`config.mk`:
```
export PLATFORM = sky130hd
export DESIGN_NAME = mem_access_ctrl
export DESIGN_NICKNAME = d
export VERILOG_FILES = /design/src/rtl/mem_access_ctrl_pkg.sv /design/src/rtl/mem_access_ctrl_timeout.sv /design/src/rtl/mem_access_ctrl.sv
export SDC_FILE = /design/constraint.sdc
export NUM_CORES = 1
export LEC_CHECK = 0
export CORE_UTILIZATION = 30
export DETAILED_ROUTE_END_ITERATION = 7
export REMOVE_ABC_BUFFERS = 1
export SYNTH_ARGS = -nofsm -noshare
export SYNTH_HDL_FRONTEND = slang
export SYNTH_SLANG_ARGS = --single-unit
export TNS_END_PERCENT = 100
```
`constraint.sdc`:
```
create_clock -name clk -period 3.3 [get_ports clk]
set_clock_uncertainty 0.1 [all_clocks]
set_input_delay 0.99 -clock clk [delete_from_list [all_inputs] [get_ports clk]]
set_output_delay 0.99 -clock clk [all_outputs]
set_load 0.02 [all_outputs]
```
`src/rtl/mem_access_ctrl_pkg.sv`:
```
// Shared definitions for the MEM-stage data memory access controller:
// FSM state encoding, the zero word and the default timeout.
package mem_access_ctrl_pkg;

    typedef enum logic [1:0] {
        S_IDLE  = 2'd0,
        S_WAIT  = 2'd1,
        S_DONE  = 2'd2,
        S_ABORT = 2'd3
    } mac_state_t;

    localparam int unsigned TIMEOUT_DEFAULT = 16;
    localparam int unsigned MAX_DW          = 64;
    localparam logic [MAX_DW-1:0] ZERO_WORD = '0;

endpackage

```
`src/rtl/mem_access_ctrl_timeout.sv`:
```
// WAIT-state watchdog: counts cycles without an ack and flags the last
// permitted cycle so the controller can abort the request.
module mem_timeout_cnt
    import mem_access_ctrl_pkg::*;
#(
    parameter int unsigned TIMEOUT = TIMEOUT_DEFAULT
)(
    input  logic clk,
    input  logic rst_n,
    input  logic clr,
    input  logic en,
    output logic expired
);

    localparam int unsigned CW = (TIMEOUT > 1) ? $clog2(TIMEOUT) : 1;

    logic [CW-1:0] cnt_q, cnt_d;

    assign expired = (cnt_q == CW'(TIMEOUT - 1));

    // Holds at the terminal value so expired stays asserted until cleared.
    always_comb begin
        cnt_d = cnt_q;
        if (clr) begin
            cnt_d = '0;
        end else if (en && !expired) begin
            cnt_d = cnt_q + 1'b1;
        end
    end

    always_ff @(posedge clk or negedge rst_n) begin
        if (!rst_n) begin
            cnt_q <= '0;
        end else begin
            cnt_q <= cnt_d;
        end
    end

endmodule

```
`src/rtl/mem_access_ctrl.sv`:
```
// MEM-stage data memory access controller: issues one request per load/store,
// stalls the pipeline until ack, and aborts with bus_err on misalignment or timeout.
//
// state | meaning
// IDLE  | no request outstanding; accept aligned memop, flag misaligned
// WAIT  | request on the bus, pipeline stalled, watchdog running
// DONE  | access completed, pipeline released for one cycle
// ABORT | watchdog expired, bus_err pulse, load data forced to zero
module mem_access_ctrl
    import mem_access_ctrl_pkg::*;
#(
    parameter int unsigned TIMEOUT = TIMEOUT_DEFAULT,
    parameter int unsigned DW      = 32
)(
    input  logic          clk,
    input  logic          rst_n,
    input  logic          memReadM,
    input  logic          DataMem_weM,
    input  logic          Regfile_weM,
    input  logic [DW-1:0] aluOutM,
    input  logic [DW-1:0] writeDataM,
    output logic          dmem_req,
    output logic          dmem_we,
    output logic [DW-1:0] dmem_addr,
    output logic [DW-1:0] dmem_wdata,
    input  logic          dmem_ack,
    input  logic [DW-1:0] dmem_rdata,
    output logic          stallM,
    output logic [DW-1:0] readDataM,
    output logic          Regfile_weM_o,
    output logic          bus_err
);

    localparam logic [DW-1:0] ZERO_DW = ZERO_WORD[DW-1:0];

    mac_state_t    state_q, state_d;
    logic          req_q, req_d;
    logic          we_q, we_d;
    logic [DW-1:0] addr_q, addr_d;
    logic [DW-1:0] wdata_q, wdata_d;
    logic [DW-1:0] rdata_q, rdata_d;

    logic memop;
    logic misaligned;
    logic cnt_clr;
    logic cnt_en;
    logic expired;
    logic stall_c;
    logic bus_err_c;
    logic rf_we_c;

    assign memop      = memReadM | DataMem_weM;
    assign misaligned = memop && (aluOutM[1:0] != 2'b00);

    mem_timeout_cnt #(
        .TIMEOUT (TIMEOUT)
    ) u_timeout (
        .clk     (clk),
        .rst_n   (rst_n),
        .clr     (cnt_clr),
        .en      (cnt_en),
        .expired (expired)
    );

    always_comb begin
        state_d   = state_q;
        req_d     = req_q;
        we_d      = we_q;
        addr_d    = addr_q;
        wdata_d   = wdata_q;
        rdata_d   = rdata_q;
        cnt_clr   = 1'b0;
        cnt_en    = 1'b0;
        stall_c   = 1'b0;
        bus_err_c = 1'b0;
        rf_we_c   = 1'b0;

        case (state_q)
            S_IDLE: begin
                if (misaligned) begin
                    bus_err_c = 1'b1;
                end else if (memop) begin
                    stall_c = 1'b1;
                    req_d   = 1'b1;
                    we_d    = DataMem_weM;
                    addr_d  = aluOutM;
                    wdata_d = writeDataM;
                    cnt_clr = 1'b1;
                    state_d = S_WAIT;
                end else begin
                    rf_we_c = Regfile_weM;
                end
            end
            S_WAIT: begin
                stall_c = 1'b1;
                cnt_en  = !dmem_ack;
                // Ack is checked first so a last-cycle ack still completes.
                if (dmem_ack) begin
                    if (!we_q) begin
                        rdata_d = dmem_rdata;
                    end
                    req_d   = 1'b0;
                    state_d = S_DONE;
                end else if (expired) begin
                    req_d   = 1'b0;
                    rdata_d = ZERO_DW;
                    state_d = S_ABORT;
                end
            end
            S_DONE: begin
                rf_we_c = Regfile_weM;
                state_d = S_IDLE;
            end
            S_ABORT: begin
                bus_err_c = 1'b1;
                state_d   = S_IDLE;
            end
            default: begin
                state_d = S_IDLE;
            end
        endcase
    end

    always_ff @(posedge clk or negedge rst_n) begin
        if (!rst_n) begin
            state_q <= S_IDLE;
            req_q   <= 1'b0;
            we_q    <= 1'b0;
            addr_q  <= ZERO_DW;
            wdata_q <= ZERO_DW;
            rdata_q <= ZERO_DW;
        end else begin
            state_q <= state_d;
            req_q   <= req_d;
            we_q    <= we_d;
            addr_q  <= addr_d;
            wdata_q <= wdata_d;
            rdata_q <= rdata_d;
        end
    end

    // Decoded outputs are masked by reset so a held memop cannot stall or flag during reset.
    assign stallM        = rst_n & stall_c;
    assign bus_err       = rst_n & bus_err_c;
    assign Regfile_weM_o = rst_n & rf_we_c;

    assign dmem_req   = req_q;
    assign dmem_we    = we_q;
    assign dmem_addr  = addr_q;
    assign dmem_wdata = wdata_q;
    assign readDataM  = rdata_q;

endmodule

```
# After elaboration in Yosys (flattened, before gate mapping)
# Index checks and enable logic that the tools add are counted.
[classes]
add_sub_neg = 1
eq_ne = 8
n_mux = 25
bitwise_logic = 5
n_reduce_logical = 14
[op_table]
columns = ["cell", "n"]
rows = [
  ["32-bit two-way mux", 3],
  ["1-bit two-way mux", 11],
  ["3-bit AND reduction", 3],
  ["2-bit two-way mux", 4],
  ["4-bit two-way mux", 2],
  ["1-bit case mux with 2 select lines", 4],
  ["2-bit nonzero test", 4],
  ["2-bit != test (second input constant)", 3],
  ["2-bit case mux with 3 select lines", 1],
  ["4-bit by 1-bit adder with 4-bit output (second input constant)", 1],
  ["2-bit equality test (second input constant)", 2],
  ["4-bit equality test (second input constant)", 1],
  ["4-bit AND reduction", 1],
  ["1-bit bitwise AND", 3],
  ["3-bit by 2-bit != test with 1-bit output (second input constant)", 1],
  ["2-bit by 1-bit equality test with 1-bit output (second input constant)", 1],
  ["1-bit logical AND", 2],
  ["1-bit logical NOT", 2],
  ["2-bit logical NOT", 1],
  ["2-bit OR reduction", 1],
  ["1-bit NOT", 1],
  ["1-bit OR", 1],
]
[totals]
regBits = 104
input_bits = 102
out_inout_bits = 101
wordCells = 60

# Logic depth before layout (Yosys ltp)
# Gate-level depths: netlist of the first run.
[depth]
ltp_word = 5
mapped_depth = 6

# Modules after synthesis
# Synthesis of the first run repeated with hierarchy kept, for this count alone.
[unflattened]
hier_cells = 259
hier_area_um2 = 4321.6
[by_module_without_submodules]
columns = ["module", "instances", "cells_each", "area_each_um2"]
rows = [
  ["mem_access_ctrl", 1, 239, 4092.7],
  ["mem_timeout_cnt", 1, 20, 229.0],
]

# Worst setup path after synthesis of the first run
# OpenSTA, ideal clock, no wires.
[synth_timing]
path_kind = "input-to-output"
start = "input aluOutM[1]"
end = "output stallM"
arrival_time_ns = 1.959
path_slack_ns = 0.251
path_stages = 3
path_cell_list = "nor4b_4 -> buf_6 -> o21a_1"
[synth_between]
elab_chain_len = 5
[synth_rtl]
columns = ["element", "line", "rtl"]
rows = [
  ["start: declaration", "mem_access_ctrl.sv:20", "input logic [DW-1:0] aluOutM,"],
  ["2-bit nonzero test", "mem_access_ctrl.sv:53", "assign misaligned = memop && (aluOutM[1:0] != 2'b00);"],
  ["1-bit logical AND", "mem_access_ctrl.sv:53", ""],
  ["1-bit two-way mux", "mem_access_ctrl.sv:80", "if (misaligned) begin"],
  ["1-bit case mux with 2 select lines", "mem_access_ctrl.sv:78", "case (state_q)"],
  ["1-bit bitwise AND", "mem_access_ctrl.sv:143", "assign stallM = rst_n & stall_c;"],
  ["end: declaration", "mem_access_ctrl.sv:28", "output logic stallM,"],
]
# No other way between the ends.

# Final worst setup path of the first run
[layout_timing]
start = "input aluOutM[1]"
end = "output bus_err"
[layout_between]
elab_chain_len = 5
[layout_rtl]
columns = ["element", "line", "rtl"]
rows = [
  ["2-bit nonzero test", "mem_access_ctrl.sv:53", ""],
  ["1-bit logical AND", "mem_access_ctrl.sv:53", ""],
  ["1-bit two-way mux", "mem_access_ctrl.sv:80", ""],
  ["1-bit case mux with 2 select lines", "mem_access_ctrl.sv:78", ""],
  ["1-bit bitwise AND", "mem_access_ctrl.sv:144", "assign bus_err = rst_n & bus_err_c;"],
  ["end: declaration", "mem_access_ctrl.sv:31", "output logic bus_err"],
]
# No other way between the ends.

==> metrics.txt, run 1 <==
Avg WL per Cell=15.7 um; status=completed; dpl cell area=around 6400 um2; Net count, final=about 570; register clock-pin slew on the reported worst setup and hold paths=roughly 0.07 ns; Max-Slew Margin vs Limit=50.1%; via count=2883; final WL=just over 10000 um; die height=121 um; power density over the cells=between 900 and 1000 nW/um2; met1 Resource Use GR=17.0%; syn avg cell area=around 16 um2; worst setup margin=0.0580 ns; DRC Markers=0; Final Hold Vio Count=0; Initial Utilization=a little under a third; vias in the first global route=3053; synthesized cell area=4240 um2; Slew Viols, Final=0; # diodes=0; Peak VDD IR=roughly 0.43 mV; WP data required=2.21 ns; transition time of the tightest slew-check pin=0.748 ns; GRT Util Overall=14.0%; WS Path Type=in2out; # Max-Cap Violations=0; grt met3 use=under 10%; worst-path maximum fanout=3; CTS tree=yes; Setup crit start kind=primary input; Chip Width=roughly 120 um; ys async rst share=100%; DIE AREA=14600 um2; Hold Slack=0.343 ns; dpl hpwl=7210 um; PortBufs=approximately 200; routability cong.=0.765; worst skew pair latency=~0.34 ns; yosys warns=0; largest net degree at the start of global routing=61; initial antenna violation count=0; H-Tree Depth=3; Synth top cells by count=dfrtp_1, mux2_4, a22o_1; Post-synth EDFFs=0; Critical Path AT=2.15 ns; CTS Root Cell=clkbuf_16; Post-Syn Instances=about 260; routing usage on met2=between 20% and 30%; CTS hold repair buffers=0; Seq cells post-synth=104; site row count=43; final-report setup violation count=0; area grow syn2layout=59.1%; Final period util=between 90% and 100%; postcts setup bufs=0; Finished Cell Area=6750 um2; Hold Crit Class=in2async; Core Footprint=13800 um2; dominant cell type by area after synthesis=dfrtp_1; RSZ-0062 raised after global routing=no; Pre-Repair DR Iteration Count=4; most frequent cell after synthesis=dfrtp_1; clock buffer depth=2; fmax=308 MHz; sequential area share after synthesis=roughly 60%; synth top area cells=dfrtp_1, mux2_4, a22o_1; Primary FF master, synth=dfrtp_1; GRT busiest layer=met2; DP Worst Slack=-0.408 ns; 1st-iter DRT viols=116; endpoint class of the critical path=output pin; antenna-violating nets left=0; # clock sinks=104; CTS Buf Count=9; Synth top area share=61.4%; placed cell count=approximately 630; r2r setup slk=0.64 ns; I/O Pins=203; first-pass GRT wire length=15600 um; Via density=between 4 and 5; post-route insts no fill=649; static leakage=between 2 and 3 nW; Synth cell types=24; share of cells above drive strength 1=20.0%; GRT Residual Overflow=0; fin crit period=about 3.2 ns; Layout fillers=1214
## per-stage QoR
stage               util (%)  total power [mW]  setup TNS (ns)
floorplan                  -              3.98         -119.10
global placement        46.5              5.49          -10.64
detailed placement      46.5              5.52          -12.66
CTS                     48.8              6.72               0
global route            48.8              6.98               0
finish                  48.8              6.62               0
## worst max-delay path, stage by stage
cell and delay [ns]:
clkdlybuf4s50_1 0.55, o221a_2 0.22, nor2_1 0.04, nor3b_1 0.16, buf_2 0.19
## report_power, final
group	switching (mW)	total [mW]	internal [mW]
Sequential	0.353	2.23	1.88
Clock	0.457	1.14	0.684
Combinational	1.41	3.25	1.84
## cells in the final DEF, fill, tap and decap left out
| cell type | netlist | routed |
|---|---|---|
| a21oi_1 | 3 | 3 |
| a22o_1 | 32 | 32 |
| a31oi_1 | 1 | 1 |
| and3_1 | 1 | 1 |
| buf_2 | 0 | 1 |
| buf_4 | 0 | 7 |
| buf_6 | 7 | 1 |
| bufinv_16 | 0 | 2 |
| clkbuf_1 | 6 | 1 |
| clkbuf_16 | 0 | 9 |
| clkbuf_2 | 0 | 1 |
| clkbuf_8 | 0 | 1 |
| clkdlybuf4s50_1 | 0 | 197 |
| clkinv_2 | 0 | 1 |
| clkinvlp_4 | 0 | 2 |
| dfrtp_1 | 104 | 104 |
| dlygate4sd2_1 | 0 | 1 |
| ha_1 | 6 | 6 |
| inv_1 | 2 | 2 |
| mux2_2 | 4 | 4 |
| mux2_4 | 60 | 60 |
| mux2i_1 | 1 | 1 |
| nand2_1 | 5 | 5 |
| nand3_1 | 4 | 4 |
| nor2_1 | 8 | 7 |
| nor2_2 | 1 | 2 |
| nor2b_1 | 4 | 4 |
| nor3b_1 | 1 | 1 |
| nor4b_4 | 1 | 1 |
| o21a_1 | 1 | 1 |
| o21ai_2 | 0 | 1 |
| o221a_2 | 1 | 1 |
| o31ai_1 | 1 | 1 |
| xor2_1 | 3 | 3 |
## what timing repair did
action	in CTS	in global routing
resized for setup	12	3
pin swaps	0	0
endpoints found under the setup margin	3	34
## flip-flops by register name, summed over array words and instances, names as in the netlist
signal           flops
dmem_we              1
readDataM           32
u_timeout.cnt_q      4
dmem_wdata          32
dmem_req             1
state_q              2
dmem_addr           32
## logic make-up after synthesis
family / after synthesis / share of synthesized area, %
mux: 65 / 22.6
compound gates: 40 / 7.85
flops: 104 / 61.4
xor+xnor: 3 / 0.620
buf+inv: 15 / 2.57
simple gates: 25 / 3.25
fa+ha+maj: 6 / 1.77
## final timing paths
| kind | to | depth (start not counted) | from |
|---|---|---|---|
| hold reg to reg | readDataM[28] | 1 | readDataM[28] |
| setup / recovery | bus_err | 5 | aluOutM[1] |
| min in group clk | readDataM[28] | 1 | readDataM[28] |
| max in group asynchronous | dmem_addr[17] | 3 | rst_n |
| setup reg to reg | dmem_addr[22] | 6 | state_q[0] |
| hold / removal | dmem_addr[30] | 1 | rst_n |
## per-layer routing
metal | up-vias | wire, um
li1 | 1341 | -
met5 | - | 0
met2 | 139 | 4760
met1 | 1390 | 4360
met3 | 13 | 881
met4 | 0 | 189
## final cells by class
cell class                      count  area, um2  area share [%]
Clock buffer                       11        243            3.60
Clock inverter                      5       80.1            1.19
Inverter                            2       7.51           0.111
Multi-Input combinational cell    139       1530            22.7
Sequential cell                   104       2600            38.6
Tap cell                          180        225            3.34
Timing Repair Buffer              208       2050            30.5
Power figures use the tool's default switching activity.
==> run 2: changes to the inputs <==
--- a/config.mk
+++ b/config.mk
@@ -5,6 +5,7 @@
 export SDC_FILE = /design/constraint.sdc
 export NUM_CORES = 1
 export LEC_CHECK = 0
+export CORE_MARGIN = 2
 export CORE_UTILIZATION = 30
 export DETAILED_ROUTE_END_ITERATION = 7
 export REMOVE_ABC_BUFFERS = 1
==> run 2 against run 1 <==
  * Sequential power barely moved
  * Maximum frequency fell by 0.36%
  * First-iteration DRC count fell by 26%
  * Core utilization rose by 0.20 points
  * Worst hold slack improved by 0.054 ns
  * Register-to-register slack got worse by 0.07 ns
  * Clock power barely moved
  * Combinational power barely moved
  * Critical path depth did not move
  * Worst setup slack got worse by 0.012 ns
  * Flip-flop and latch count did not move
  * Largest cell class unchanged
  * Largest power group unchanged
==> metrics.txt, run 2 (synthesis gave the netlist of run 1 again) <==
worst-path maximum fanout=2 (-1); WS Path Type=in2out; Flop pwr share=33.8% (about the same); die height=123 um (+1.7%); Hold Crit Class=reg2reg; Chip Width=123 um (+1.7%); H-Tree Depth=3 (unchanged); antenna-violating nets left=0 (unchanged); # diodes=0 (unchanged); Setup crit start kind=primary input; # clock sinks=104 (unchanged); Peak VDD IR=0.371 mV (-13%); dpl hpwl=7490 um (+3.9%); area grow syn2layout=59.8%; power share of the clock group=17.1% (about the same); crit path max-delay cell type=clkdlybuf4s50_1; Buf/Inv on CP=3 (+1); Sw Ratio=33.6% (about the same); final WL=10400 um (+2.4%); CTS tree=yes; I/O Pins=203 (unchanged); placed cell count=636 (+0.47%); Net count, final=575 (+0.52%); Total Power=6.62 mW (about the same); Pre-Repair DR Iteration Count=3 (-1); Finished Cell Area=6770 um2 (+0.41%); vias in the first global route=2904 (-4.9%); Power Internal=4.40 mW (about the same); # Max-Cap Violations=0 (unchanged); transition time of the tightest slew-check pin=0.614 ns (-0.134 ns); post-route insts no fill=652 (+0.46%); fmax=307 MHz (-0.36%); initial antenna violation count=0 (unchanged); postcts setup bufs=0 (unchanged); CTS Buf Count=9 (unchanged); Util after Layout=49.0% (+0.20 points); DRC Markers=0 (unchanged); DP Worst Slack=-0.439 ns (-0.0305 ns); endpoint class of the critical path=output pin; GRT Residual Overflow=0 (unchanged); Final period util=98.6% (+0.35 points); dpl cell area=6460 um2 (+0.35%); CTS Root Cell=clkbuf_16; CTS hold repair buffers=0 (unchanged); crit path cell chain=clkdlybuf4s50_1, buf_4, nor4b_4, o21a_1, buf_2; commonest cells after routing, fill and taps aside=clkdlybuf4s50_1, dfrtp_1, mux2_4; Hold Slack=0.397 ns (+0.0543 ns); Avg WL per Cell=16.0 um (+1.9%); most common cell after layout, fill and taps aside=clkdlybuf4s50_1; Max-Slew Margin vs Limit=59.0% (+8.9 points); fin crit period=3.25 ns (+0.0116 ns); first-pass GRT wire length=15600 um (+0.26%); r2r setup slk=0.57 ns (-0.07 ns); final-report setup violation count=0 (unchanged); power density over the cells=978 nW/um2 (-0.45%); Initial Utilization=30.7% (unchanged); WP data required=2.21 ns (about the same); Slew Viols, Final=0 (unchanged); via count=2860 (-0.80%); Final Hold Vio Count=0 (unchanged); share of cells above drive strength 1=20.6% (+0.51 points); site row count=43 (unchanged); clock buffer depth=2 (unchanged); worst setup margin=0.0465 ns (-0.0116 ns); worst skew pair latency=0.33 ns (about the same); Via density=4.39 (-1.3%); DIE AREA=15100 um2 (+3.3%); setup TNS=0 ns (unchanged); GRT Util Overall=13.6% (-0.40 points); PortBufs=202 (unchanged); 1st-iter DRT viols=86 (-26%); status=completed; Critical Path AT=2.16 ns (about the same); routability cong.=0.764 (-0.20%); combinational power share=49.1% (about the same); largest net degree at the start of global routing=50 (-18%); register clock-pin slew on the reported worst setup and hold paths=0.06 ns (about the same); static leakage=2.99 nW (+0.85%); Slowest Stage Delay on Critical Path=0.42 ns (-0.13 ns); Net Switching=2.22 mW (about the same); CP delay by family, top=buffers and inverters; Core Footprint=13800 um2 (unchanged)
[run 2: power groups by stage]
stage,Sequential [mW],Combinational [mW],Clock [mW]
after floorplan,2.93,1.06,0
after global placement,2.25,3.26,0
after detailed placement,2.24,3.30,0
after CTS,2.25,3.30,1.18
after global routing,2.32,3.44,1.24
final,2.24,3.25,1.13
[run 2: routing by layer]
layer,global-route usage [%],vias up,wire length [um]
met5,0,-,0
met4,5.39,0,139
met3,5.48,10,1080
met2,20.9,137,4730
met1,17.0,1368,4470
li1,-,1345,-
[run 2: final timing paths]
kind	startpoint	end	cells after the start
setup / recovery	aluOutM[0]	stallM	5
hold / removal	readDataM[14]	readDataM[14]	1
setup reg to reg	state_q[0]	dmem_wdata[10]	6
hold reg to reg	readDataM[14]	readDataM[14]	1
max in group asynchronous	rst_n	readDataM[14]	3
min in group asynchronous	rst_n	dmem_wdata[25]	2
[run 2: final cells by class]
class / instances / area [um2]
flip-flops and latches: 104 / 2600
fillers: 1222 / 7050
well taps: 180 / 225
clock buffers: 11 / 243
inverters: 2 / 7.51
multi-input cells: 139 / 1540
clock inverters: 5 / 80.1
repair buffers: 211 / 2080
[run 2: timing repair]
item / CTS / global route
gates resized for setup: 14 / 3
cloned: 0 / 0
pin swaps: 1 / 0
endpoints found under the setup margin: 33 / 2
==> run 3: changes to the inputs <==
--- a/config.mk
+++ b/config.mk
@@ -5,6 +5,7 @@
 export SDC_FILE = /design/constraint.sdc
 export NUM_CORES = 1
 export LEC_CHECK = 0
+export CAP_MARGIN = 10
 export CORE_MARGIN = 2
 export CORE_UTILIZATION = 30
 export DETAILED_ROUTE_END_ITERATION = 7
==> results of run 3 <==
Final layout, timing and power as in run 2 (identical DEF).
